[config.mk]
export PLATFORM = sky130hd
export DESIGN_NAME = sd_seq_gen_flat
export DESIGN_NICKNAME = d
export VERILOG_FILES = /design/src/rtl/sd_seq_gen_pkg.sv /design/src/rtl/sd_seq_gen_if.sv /design/src/rtl/sd_lfsr8.sv /design/src/rtl/sd_seq_gen.sv /design/src/flat_wrapper.sv
export SDC_FILE = /design/constraint.sdc
export NUM_CORES = 1
export LEC_CHECK = 0
export BUFFER_PORTS_ARGS = -buffer_cell sky130_fd_sc_hd__buf_2
export CAP_MARGIN = 10
export CORE_ASPECT_RATIO = 1.5
export CORE_MARGIN = 2
export CORE_UTILIZATION = 39
export CTS_CLUSTER_SIZE = 28
export DETAILED_ROUTE_END_ITERATION = 7
export SLEW_MARGIN = 10
export SYNTH_ARGS = -nofsm -noshare
export SYNTH_HDL_FRONTEND = slang
export SYNTH_SLANG_ARGS = --single-unit
[constraint.sdc]
create_clock -name clk -period 3.32 [get_ports clk]
set_input_delay 0.664 -clock clk [delete_from_list [all_inputs] [get_ports clk]]
set_output_delay 0.664 -clock clk [all_outputs]
set_load 0.02 [all_outputs]
[src/rtl/sd_seq_gen_pkg.sv]
// Shared constants for the sd_seq_gen traffic producer and its LFSR.
// State encodings are plain constants so legacy code can compare against them.
package sd_seq_gen_pkg;

   localparam logic [1:0] ST_IDLE = 2'd0;
   localparam logic [1:0] ST_RUN  = 2'd1;
   localparam logic [1:0] ST_DONE = 2'd2;

   // Feedback taps for x^8+x^6+x^5+x^4+1 (bits 7,5,4,3).
   localparam logic [7:0] LFSR_TAPS = 8'hB8;

   function automatic int count_sz(input int width, input int tag_sz);
      return width - tag_sz;
   endfunction

endpackage

[src/rtl/sd_seq_gen_if.sv]
// Srdy/drdy producer-to-consumer channel carrying one data word per transfer.
interface sd_seq_gen_if #(parameter int width = 8);

   logic             p_srdy;
   logic             p_drdy;
   logic [width-1:0] p_data;

   modport master (output p_srdy, output p_data, input p_drdy);
   modport slave  (input p_srdy, input p_data, output p_drdy);

endinterface

[src/rtl/sd_lfsr8.sv]
// 8-bit Fibonacci LFSR, shifts left while enabled; shared by the env traffic generators.
module sd_lfsr8
   import sd_seq_gen_pkg::*;
#(
   parameter logic [7:0] seed = 8'hA5
) (
   input  logic       clk,
   input  logic       reset,
   input  logic       en,
   output logic [7:0] state
);

   always_ff @(posedge clk) begin
      if (reset)
         state <= seed;
      else if (en)
         state <= {state[6:0], ^(state & LFSR_TAPS)};
   end

endmodule

[src/rtl/sd_seq_gen.sv]
// Incrementing-sequence srdy/drdy producer with LFSR-throttled offers and a
// programmable run length (0 = unlimited).
module sd_seq_gen
   import sd_seq_gen_pkg::*;
#(
   parameter int               width     = 8,
   parameter int               tag_sz    = 1,
   parameter logic [tag_sz-1:0] tag_val  = '0,
   parameter logic [7:0]       lfsr_seed = 8'hA5
) (
   input  logic        clk,
   input  logic        reset,
   input  logic        start,
   input  logic [15:0] num_xfers,
   input  logic [2:0]  rate,
   sd_seq_gen_if.master p,
   output logic        busy,
   output logic        done,
   output logic [15:0] xfer_cnt
);

   localparam int CNT_SZ = count_sz(width, tag_sz);

   logic [1:0]        state;
   logic [7:0]        lfsr;
   logic [CNT_SZ-1:0] seq;
   logic [15:0]       limit;
   logic              srdy;
   logic              offer;
   logic              fire;
   logic              last;

   sd_lfsr8 #(.seed(lfsr_seed)) u_lfsr (
      .clk   (clk),
      .reset (reset),
      .en    (state == ST_RUN),
      .state (lfsr)
   );

   // Offer when the low three LFSR bits do not exceed rate; rate 7 always offers.
   assign offer = (rate == 3'd7) || ((lfsr & 8'h07) <= {5'b0, rate});
   assign fire  = srdy && p.p_drdy;
   assign last  = (limit != '0) && ((xfer_cnt + 16'd1) == limit);

   assign p.p_srdy = srdy;
   assign p.p_data = {tag_val, seq};

   always_ff @(posedge clk) begin
      if (reset) begin
         state    <= ST_IDLE;
         srdy     <= 1'b0;
         seq      <= '0;
         limit    <= '0;
         xfer_cnt <= '0;
         busy     <= 1'b0;
         done     <= 1'b0;
      end else begin
         case (state)
            ST_IDLE, ST_DONE: begin
               if (start) begin
                  state    <= ST_RUN;
                  limit    <= num_xfers;
                  xfer_cnt <= '0;
                  busy     <= 1'b1;
                  done     <= 1'b0;
                  srdy     <= offer;
               end
            end
            ST_RUN: begin
               if (fire) begin
                  seq <= seq + 1'b1;
                  if (xfer_cnt != '1)
                     xfer_cnt <= xfer_cnt + 16'd1;
                  if (last) begin
                     state <= ST_DONE;
                     busy  <= 1'b0;
                     done  <= 1'b1;
                     srdy  <= 1'b0;
                  end else begin
                     srdy <= offer;
                  end
               end else if (!srdy) begin
                  // A pending offer is held until accepted; only an idle slot re-decides.
                  srdy <= offer;
               end
            end
            default: begin
               state <= ST_IDLE;
               srdy  <= 1'b0;
               busy  <= 1'b0;
               done  <= 1'b0;
            end
         endcase
      end
   end

endmodule

[src/flat_wrapper.sv]
// flat-port wrapper written by rule: the top's interface ports become plain ports
module sd_seq_gen_flat import sd_seq_gen_pkg::*;
#(
   parameter int               width     = 8,
   parameter int               tag_sz    = 1,
   parameter logic [tag_sz-1:0] tag_val  = '0,
   parameter logic [7:0]       lfsr_seed = 8'hA5
)
  (clk, reset, start, num_xfers, rate, busy, done, xfer_cnt, p_p_srdy, p_p_data, p_p_drdy);
  sd_seq_gen_if #(.width(width)) p_i ();
  input  logic clk;
  input  logic reset;
  input  logic start;
  input  logic [15:0] num_xfers;
  input  logic [2:0] rate;
  output logic busy;
  output logic done;
  output logic [15:0] xfer_cnt;
  output wire logic [$bits(p_i.p_srdy)-1:0] p_p_srdy;
  output wire logic [$bits(p_i.p_data)-1:0] p_p_data;
  input wire logic [$bits(p_i.p_drdy)-1:0] p_p_drdy;
  assign p_p_srdy = p_i.p_srdy;
  assign p_p_data = p_i.p_data;
  assign p_i.p_drdy = p_p_drdy;
  sd_seq_gen #(.width(width), .tag_sz(tag_sz), .tag_val(tag_val), .lfsr_seed(lfsr_seed)) u_core (.clk(clk), .reset(reset), .start(start), .num_xfers(num_xfers), .rate(rate), .p(p_i), .busy(busy), .done(done), .xfer_cnt(xfer_cnt));
endmodule
# Word level (Yosys, flattened, before mapping)
# Index checks and enable logic that the tools add are counted.
[totals] register_bits=52 input_bits=23 output_inout_bits=27 wordCells=53
[classes] add_sub_neg=2 n_lt_le_gt_ge=1 eq_ne=9 muxes=21 n_reduce_logical=12
[op_table] op="2-to-1 mux 16 bit" n=3
[op_table] op="case mux 16 bit (2 select lines)" n=1
[op_table] op="adder 16 x 1 -> 16 bit (second input constant)" n=1
[op_table] op="equality test 16 bit" n=1
[op_table] op="!= test 16 bit (second input constant)" n=1
[op_table] op="nonzero test 16 bit" n=1
[op_table] op="2-to-1 mux 1 bit" n=10
[op_table] op="XOR reduction 8 bit" n=1
[op_table] op="adder 7 x 1 -> 7 bit (second input constant)" n=1
[op_table] op="2-to-1 mux 2 bit" n=3
[op_table] op="!= test 2 x 1 -> 1 bit (second input constant)" n=3
[op_table] op="case mux 1 bit (2 select lines)" n=3
[op_table] op="case mux 2 bit (2 select lines)" n=1
[op_table] op="AND reduction 2 bit" n=2
[op_table] op="AND reduction 4 bit" n=1
[op_table] op="equality test 3 bit (second input constant)" n=1
[op_table] op="<= comparator 3 bit" n=1
[op_table] op="AND reduction 3 bit" n=1
[op_table] op="equality test 2 x 1 -> 1 bit (second input constant)" n=1
[op_table] op="equality test 2 bit (second input constant)" n=1
[op_table] op="logical AND 1 bit" n=2
[op_table] op="logical NOT 2 bit" n=1
[op_table] op="!= test 2 bit (second input constant)" n=1
[op_table] op="nonzero test 2 bit" n=1
[op_table] op="other kinds (2)" n=2

# Longest topological paths before layout
# Gate-level depths: netlist of the first run.
[depth] word_depth=6 mapped_depth=8 mapped_depth_nobuf=8

# By module
# Synthesis of the first run repeated with hierarchy kept, for this count alone.
[unflattened] cells_unflattened=376 hier_area_um2=2970.3
[modules_own_cells] mod="sd_seq_gen" instances=1 cells_per_inst=347 area_each_um2=2667.6 seq_area_each_um2=860.8
[modules_own_cells] mod="sd_lfsr8" instances=1 cells_per_inst=29 area_each_um2=302.8 seq_area_each_um2=160.2

# Least setup slack after synthesis of the first run
# OpenSTA, ideal clock, no wires.
[synth_timing] path_type="reg-to-reg" from="register u_core.xfer_cnt[0]" to="register u_core.srdy (netlist: u_core.p.p_srdy)" setup_time_ps=130 arrival_ps=2149 t_required_ps=3190 slack_ps=1041 path_stages_with_launch=8 n_path_buf=0 synth_period_minus_slack_ps=2279 cell_sequence="dfxtp_1 ha_1 nand3_1 or4_1 a31oi_1 a2bb2oi_1 a2111oi_2 a21oi_1"
[synth_via] elab_chain_cells=6
[synth_lines] item="start, declared" line_no="sd_seq_gen.sv:19" text="output logic [15:0] xfer_cnt"
[synth_lines] item="start signal, assigned" line_no="sd_seq_gen.sv:73" text="xfer_cnt <= xfer_cnt + 16'd1;"
[synth_lines] item="adder 16 x 1 -> 16 bit" line_no="sd_seq_gen.sv:43" text="assign last = (limit != '0) && ((xfer_cnt + 16'd1) == limit);"
[synth_lines] item="equality test 16 bit" line_no="sd_seq_gen.sv:43"
[synth_lines] item="logical AND 1 bit" line_no="sd_seq_gen.sv:43"
[synth_lines] item="2-to-1 mux 1 bit" line_no="sd_seq_gen.sv:74" text="if (last) begin"
[synth_lines] item="2-to-1 mux 1 bit" line_no="sd_seq_gen.sv:70" text="if (fire) begin"
[synth_lines] item="case mux 1 bit (2 select lines)" line_no="sd_seq_gen.sv:58" text="case (state)"
[synth_lines] item="end signal, assigned" line_no="sd_seq_gen.sv:66" text="srdy <= offer;"
[synth_lines] item="end signal, assigned" line_no="sd_seq_gen.sv:80" text="srdy <= offer;"
[synth_lines] item="end signal, assigned" line_no="sd_seq_gen.sv:84" text="srdy <= offer;"
[synth_lines] item="end, declared" line_no="sd_seq_gen.sv:28" text="logic srdy;"
# No other way between the ends.
# A chain may end at the register's enable or synchronous reset.

# Worst setup path after layout of the first run
[layout_timing] from="register u_core.xfer_cnt[0]" to="register u_core.xfer_cnt[7]"
[layout_via] elab_chain_cells=4 elab_cells_between_ends=7 cone_classes="add/sub (1); eq/ne (2); mux (3); reduce/logical (1)"
[layout_lines] item="adder 16 x 1 -> 16 bit" line_no="sd_seq_gen.sv:73"
[layout_lines] item="2-to-1 mux 16 bit" line_no="sd_seq_gen.sv:72" text="if (xfer_cnt != '1)"
[layout_lines] item="2-to-1 mux 16 bit" line_no="sd_seq_gen.sv:70"
[layout_lines] item="case mux 16 bit (2 select lines)" line_no="sd_seq_gen.sv:58"
# Parallel ways exist; a longest one is shown, timed or not. The select of a mux whose other input is x is not followed.

==> results of run 1 <==
[flip-flops by register name, indices dropped and copies added, names as in the netlist]
register and flops:
u_core.busy 1, u_core.done 1, u_core.limit 16, u_core.u_lfsr.state 8, u_core.xfer_cnt 16, u_core.seq 7, u_core.state 1, u_core.p.p_srdy 1
[synth_stat cells, types with 6 or more instances]
cell type / n
xor2_1: 13
nand4_1: 6
nand2_1: 61
xnor2_1: 16
a21oi_1: 49
or3_1: 8
dfxtp_1: 51
clkbuf_1: 12
inv_1: 6
o21ai_0: 20
nand3b_1: 7
nor4_1: 6
nand3_1: 9
nor2_1: 20
[path summary, 6_finish.rpt]
check	from	to	slack, ns	cells after the start
max reg2reg	u_core.xfer_cnt[0]	u_core.xfer_cnt[7]	0.71	8
min reg2reg	u_core.u_lfsr.state[6]	u_core.u_lfsr.state[6]	0.47	2
min	u_core.u_lfsr.state[6]	u_core.u_lfsr.state[6]	0.47	2
max	u_core.xfer_cnt[0]	u_core.xfer_cnt[7]	0.71	8
[worst register-to-register path: cells and delay by family (launching register included)]
kind                       cells  cell delay (ns)
AOI/OAI and AO/OA              3             0.61
adders and majority gates      1             0.30
buffers and inverters          1             0.23
DFF                            1             0.50
and+or+nand+nor                3             0.90
[stage by stage]
step,hold slack [ns],instance area (um^2),worst slack (ns)
finish,0.4654,3188,0.7143
floorplan,0.4319,2846,1.041
global route,0.4976,3188,0.4812
global placement,0.4446,3107,0.9114
detailed placement,0.4545,3107,0.7893
CTS,0.4678,3188,0.7525
[cells by family (layout without fill, tap and decap cells)]
family / after synthesis / after routing / share of synthesized area
fa+ha+maj: 5 / 5 / 0.02198
mux: 1 / 1 / 0.003517
buf+inv: 29 / 67 / 0.04923
other cells: 1 / 1 / 0.001317
xor+xnor: 29 / 29 / 0.08923
simple gates: 154 / 154 / 0.2928
flops: 51 / 51 / 0.3587
compound gates: 90 / 90 / 0.1833
[layout make-up]
type,instances,area (um^2)
fillers,746,3944
inverters,6,22.52
multi-input cells,280,1685
flip-flops and latches,51,1021
clock inverters,1,5.005
repair buffers,53,277.8
well taps,80,100.1
clock buffers,7,76.32
[placed cells by master, fill, tap and decap left out, types with 5 or more instances in the layout]
cell type	n
or3_1	8
xor2_1	13
nor3_1	5
nand4_1	6
nand2_1	61
and3_1	5
nor2_1	20
ha_1	5
o21ai_0	20
nor4_1	6
dfxtp_1	51
a21oi_1	49
nand3b_1	7
buf_2	48
inv_1	6
buf_4	5
nand3_1	9
clkbuf_8	5
xnor2_1	16
[routing by layer]
metal	vias up	global-route usage	wire length [um]
li1	1341	-	-
met2	54	0.3093	3500
met3	15	0.03420	228
met4	0	0.09740	257
met1	1227	0.2245	3059
met5	-	0	0
[power by group]
| group | internal [mW] | switching, mW |
|---|---|---|
| Clock | 0.148 | 0.205 |
| Sequential | 0.636 | 0.0269 |
| Combinational | 0.0766 | 0.105 |
| Total | 0.861 | 0.337 |
==> out/metrics.cfg, run 1 <==
[outcome]
outcome = complete, no violations

[finish]
fin_cells = 478
areaGrowthSynthToFinish_pct = 12.00
drive_gt1_frac = 0.1859
antenna_cells = 0
fin_util = 0.4470
nNetsFinal = 425

[clock_tree]
clock_latency_ns = 0.31
ctsHoldBuffers = 0
htree_levels = 2
clk_path_buf_depth = 2
cts_tree = built
clock-sinks = 51
ctsResizeCount = 0
post-cts-setup-buffers = 0
cts_inserted_buffers = 5
cts-root-buf = clkbuf_8
clk_pin_slew_ns = 0.09

[floorplanning]
coreArea_um2 = 7132
start_util = 0.3991
pin_count = 50
rows = 38
die_width_um = 73.76
dieArea_um2 = 8012
die_h_um = 108.6

[sta]
clock_skew_ns = 0.001445
relSlewSlack = 0.4234
tightest_slew_ns = 0.8649
period_needed_ns = 2.606
final_max_slew_viol_count = 0
rsz0062_at_grt = false
setup_viol = 0
max_freq_ghz = 0.3838
fin_crit_sh = 0.7848
finalSetupTns_ns = 0
timing_hold_violations_final = 0

[global_route]
grt_max_degree = 28
grt_remaining_overflow = 0
antenna_found_initial = 0
grt_pass1_wl_mm = 11.66
grt_use_total = 0.1863
first_global_vias = 2440

[placed_design]
gp_congestion = 0.8454
port_buffers = 48
place_inst = 470
hpwl_mm = 5.250

[critical_path]
path_buf_inv = 1
cp_top_family = simple AND/OR/NAND/NOR gates
start_kind = register
critPathArrivalTime_ns = 2.85
cpPeakStageDelay_ns = 0.50
worstPathRequired_ns = 3.56
critPathSlowestCell = dfxtp_1
path_cells = ha_1 -> nand3_1 -> nor3_1 -> a21o_1 -> and2_0 -> buf_4 -> o21ai_0 -> a21oi_1
endpoint_kind = register
crit_type = reg -> reg
cp_max_fo = 13

[synthesis]
syn_nets = 388
netlist_area_um2 = 2846
yosysSeqAreaShare = 0.3587
dominantRegCellSynth = dfxtp_1
synthArstFlopShare = 0
synth_area_per_cell_um2 = 7.907
netlist.area_leader.share = 0.3587
synth_cells = 360
synth-warning-count = 0
synth_cell_types = 54
synth-edff-count = 0
ys_ff_latch = 51
synthTopCellsByArea = dfxtp_1, a21oi_1, nand2_1
synth_area_leader_cell = dfxtp_1

[pwr]
total_power_mw = 1.198
p_leak_nw = 1.312
max-vdd-ir-drop_uv = 243.2
pwr_density_cell_nw_per_um2 = 375.7

[route]
wl_per_cell_um = 14.74
num_vias = 2637
drtPass1Iterations = 4
detail_route.wirelength_mm = 7.046
drc = 0
drtIter0Drc = 161
ant_nets = 0
vias_per_cell = 5.517

[flow_run]
cap_violations = 0

[worst_hold_path]
hp-class = reg -> reg

Note: power is estimated with default switching activity, not from simulation.
==> inputs of run 2 (changes only) <==
clock period = 2.53 ns   (was 3.32 ns; I/O delays follow)
==> out/metrics.cfg, run 2 (synthesis results as in run 1) <==
[floorplanning]
die_width_um = 73.76
start_util = 0.3991
dieArea_um2 = 8012
coreArea_um2 = 7132
pin_count = 50
rows = 38
die_h_um = 108.6

[sta]
fin_crit_sh = 0.9077
relSlewSlack = 0.5284
tightest_slew_ns = 0.7074
holdWs_ns = 0.4282
period_needed_ns = 2.296
finalSetupTns_ns = 0
rsz0062_at_grt = false
max_freq_ghz = 0.4354
final_max_slew_viol_count = 0
timing_hold_violations_final = 0
clock_skew_ns = 0.005755
setup_viol = 0
layout_setup_ws_ns = 0.2335

[pwr]
share_seq_of_total_power = 0.547
switching_share = 0.2746
pwr_density_cell_nw_per_um2 = 489.9
power_switching_uw = 436.5
p_clk_frac = 0.299
power_frac_comb = 0.155
total_power_mw = 1.590
internal_power_mw = 1.153
p_leak_nw = 1.347
max-vdd-ir-drop_uv = 317.6

[finish]
nNetsFinal = 431
mostFrequentLayoutCell = nand2_1
most-common-layout-cells = nand2_1, dfxtp_1, a21oi_1
fin_area_um2 = 3244
multi_input_area_um2 = 1690
antenna_cells = 0
areaGrowthSynthToFinish_pct = 13.98
seq_area_um2 = 1021
reg_top3 = u_core.limit x16, u_core.xfer_cnt x16, u_core.u_lfsr.state x8
drive_gt1_frac = 0.2035
nFillCells = 766

[critical_path]
cpPeakStageDelay_ns = 0.46
crit_type = reg -> reg
r2r_start = u_core.xfer_cnt[1]
start_kind = register
startpoint = u_core.xfer_cnt[1]
cp_max_fo = 7
cp_top_family = compound AO/OA/AOI/OAI gates
path_buf_inv = 0
critPathCapture = u_core.p.p_srdy
path_cells = ha_1 -> nand3_2 -> or4_1 -> a31oi_1 -> a2bb2oi_1 -> a2111oi_2 -> a21oi_1
reg2regPathDepth = 7
critPathArrivalTime_ns = 2.49
r2r_end = u_core.p.p_srdy
critPathSlowestCell = or4_1
worstPathRequired_ns = 2.72
endpoint_kind = register
cp_num_cells = 7
r2r_setup_slack_ns = 0.23

[placed_design]
port_buffers = 48
gp_congestion = 0.8894
hpwl_mm = 5.310
dpl_cell_area_um2 = 3152
place_ws_ns = 0.1620

[clock_tree]
cts_tree = built
post-cts-setup-buffers = 0
clk_pin_slew_ns = 0.09
clock-sinks = 51
clk_path_buf_depth = 2
cts_inserted_buffers = 5
htree_levels = 2
clock_latency_ns = 0.31
cts-root-buf = clkbuf_8
ctsHoldBuffers = 0

[route]
ant_nets = 0
num_vias = 2651
wl_per_cell_um = 14.82
detail_route.wirelength_mm = 7.160
vias_per_cell = 5.489
drtIter0Drc = 154
drtPass1Iterations = 4
drc = 0

[global_route]
grt_use_total = 0.1870
grt_max_degree = 29
grt_pass1_wl_mm = 11.67
first_global_vias = 2420
grt_remaining_overflow = 0
antenna_found_initial = 0

[outcome]
outcome = complete, no violations

[flow_run]
cap_violations = 0

[worst_hold_path]
hp-class = in -> reg

==> run 2: cell types whose count changed in the layout (fill, tap and decap cells not counted), sizes merged <==
cell,change
buf,+6
clkbuf,-1
==> run 2: final cells by class <==
cell class | instances | share of cell area
Multi-Input combinational cell | 280 | 0.5210
Inverter | 6 | 0.006942
Timing Repair Buffer | 59 | 0.09950
Clock buffer | 6 | 0.02545
Clock inverter | 1 | 0.001543
Sequential cell | 51 | 0.3147
Tap cell | 80 | 0.03085
==> run 2: power by group through the flow <==
stage               Sequential (mW)  Combinational (mW)  Clock, mW
finish                        0.869               0.246      0.475
detailed placement            0.888               0.246          0
CTS                           0.869               0.247      0.495
global placement              0.888               0.244          0
global route                  0.873               0.275      0.522
floorplan                     0.882               0.175          0
==> run 2: tightest hold or removal path, cell delays in order <==
cell and delay [ns]:
buf_2 0.10, nand2_1 0.04, a21oi_1 0.05
==> run 2: how the worst min path moves through the flow <==
stage | slack [ns] | endpoint | cells past startpoint | startpoint
floorplan | 0.43 | u_core.u_lfsr.state[1] | 2 | u_core.u_lfsr.state[0]
global placement | 0.44 | u_core.u_lfsr.state[1] | 2 | u_core.u_lfsr.state[0]
detailed placement | 0.45 | u_core.u_lfsr.state[6] | 2 | u_core.u_lfsr.state[6]
CTS | 0.42 | u_core.limit[15] | 3 | num_xfers[15]
global route | 0.42 | u_core.limit[15] | 3 | num_xfers[15]
finish | 0.43 | u_core.limit[5] | 3 | num_xfers[5]
==> run 2: per-stage QoR <==
step             util  std cells
6_report       0.4549        483
5_1_grt        0.4549        483
4_1_cts        0.4542        483
3_5_place_dp   0.4419        476
3_3_place_gp   0.4419        476
2_1_floorplan       -        360
==> run 2: timing repair <==
item | in CTS | in global routing
gates resized for setup | 0 | 1
hold endpoints to repair | 0 | 0
endpoints found under the setup margin | 0 | 3
==> run 2: metal layers <==
metal,track usage,up-vias,share of wire
met5,0,-,0
met4,0.07273,0,0.029
met3,0.03235,13,0.036
met2,0.3202,64,0.50
met1,0.2292,1220,0.43
li1,-,1354,-
==> inputs of run 3 (changes only) <==
GPL_ROUTABILITY_DRIVEN = 0   (was unset)
REMOVE_ABC_BUFFERS = 1   (was unset)
SETUP_SLACK_MARGIN = 0.4   (was unset)
==> out/metrics.cfg, run 3 (synthesis results as in run 1) <==
[clock_tree]
clk_pin_slew_ns = 0.09
ctsHoldBuffers = 0
clock_latency_ns = 0.31
clk_path_buf_depth = 2
htree_levels = 2
cts-root-buf = clkbuf_8
clock-sinks = 51
cts_tree = built
cts_inserted_buffers = 5

[floorplanning]
dieArea_um2 = 8012
start_util = 0.3991
die_width_um = 73.76
die_h_um = 108.6
pin_count = 50
coreArea_um2 = 7132
rows = 38

[critical_path]
cp_max_fo = 9
cpPeakStageDelay_ns = 0.54
critPathArrivalTime_ns = 2.21
r2r_end = u_core.p.p_srdy
endpoint_kind = register
worstPathRequired_ns = 2.72
crit_type = reg -> reg
reg2regPathDepth = 6
r2r_start = u_core.xfer_cnt[5]
start_kind = register
r2r_setup_slack_ns = 0.51
critPathSlowestCell = or4_1
path_cells = nand3_4 -> or4_1 -> a31oi_1 -> a2bb2oi_2 -> a2111oi_2 -> a21oi_1

[finish]
fin_util = 0.4732
areaGrowthSynthToFinish_pct = 18.55
fin_area_um2 = 3374
drive_gt1_frac = 0.2500
nNetsFinal = 435
nFillCells = 716
fin_cells = 488
most-common-layout-cells = nand2_1, a21oi_1, buf_2
antenna_cells = 0
reg_top3 = u_core.limit x16, u_core.xfer_cnt x16, u_core.u_lfsr.state x8
seq_area_um2 = 1039
multi_input_area_um2 = 1743
mostFrequentLayoutCell = nand2_1

[route]
wl_per_cell_um = 15.32
num_vias = 2718
vias_per_cell = 5.570
drtPass1Iterations = 4
ant_nets = 0
detail_route.wirelength_mm = 7.477
drtIter0Drc = 153
drc = 0

[outcome]
outcome = complete, no violations

[sta]
max_freq_ghz = 0.4953
final_max_slew_viol_count = 0
finalSetupTns_ns = 0
timing_hold_violations_final = 0
rsz0062_at_grt = true
clock_skew_ns = 0.006719
fin_crit_sh = 0.7980
layout_setup_ws_ns = 0.5112
setup_viol = 0
period_needed_ns = 2.019
holdWs_ns = 0.4268

[pwr]
p_leak_nw = 1.413
power_frac_comb = 0.146
pwr_density_cell_nw_per_um2 = 505.8
p_clk_frac = 0.345
total_power_mw = 1.707
share_seq_of_total_power = 0.509
switching_share = 0.2618
power_switching_uw = 446.8
internal_power_mw = 1.260
max-vdd-ir-drop_uv = 239.6

[placed_design]
port_buffers = 48
place_ws_ns = 0.2821
place_inst = 478
hpwl_mm = 5.609
dpl_cell_area_um2 = 3167

[worst_hold_path]
worstHoldPathCells = 3
hp-class = in -> reg
min-delay-start = num_xfers[1]
hold_end = u_core.limit[1]

[flow_run]
cap_violations = 0

[global_route]
antenna_found_initial = 0
grt_remaining_overflow = 0
grt_pass1_wl_mm = 12.35
grt_use_total = 0.1987
first_global_vias = 2588
grt_max_degree = 39

-- run 3: worst max-delay path: cells and delay by family (launching register included) --
family	cells	cell delay, ns
AO/OA/AOI/OAI	4	0.74
flip-flops	1	0.43
AND/OR/NAND/NOR	2	0.73
-- run 3: worst max path at each step --
stage	cells past startpoint	slack, ns	startpoint	to
after CTS	6	0.41	u_core.xfer_cnt[4]	u_core.p.p_srdy
after global routing	6	0.38	u_core.xfer_cnt[4]	u_core.p.p_srdy
after floorplan	7	0.24	u_core.xfer_cnt[0]	u_core.xfer_cnt[7]
after global placement	7	0.30	u_core.xfer_cnt[1]	u_core.done
final	6	0.51	u_core.xfer_cnt[5]	u_core.p.p_srdy
after detailed placement	7	0.28	u_core.xfer_cnt[1]	u_core.p.p_srdy
-- run 3: per-layer routing --
layer  global-route usage  vias up  wire (um)
li1                     -     1356          -
met1               0.2315     1268       3049
met2               0.3476       75       3965
met3              0.02680       19        243
met4               0.1000        0        218
met5                    0        -          0
-- run 3: repair_timing --
| action | 4_1_cts | 5_1_grt |
|---|---|---|
| resized for setup | 10 | 12 |
| buffers inserted | 0 | 2 |
| gates cloned | 0 | 0 |
| endpoints found under the setup margin | 4 | 18 |
-- run 3: final cells by class --
class	count	share of cell area
clock buffers	6	0.02447
clock inverters	2	0.01038
inverters	6	0.006674
multi-input cells	280	0.5165
flip-flops and latches	51	0.3078
well taps	80	0.02966
repair buffers	63	0.1046
-- run 3: power by group through the flow --
stage	clock, mW	combinational, mW	sequential (mW)
final	0.588	0.250	0.868
after global routing	0.647	0.282	0.875
after CTS	0.610	0.250	0.871
after detailed placement	0	0.248	0.890
after global placement	0	0.245	0.889
after floorplan	0	0.154	0.884
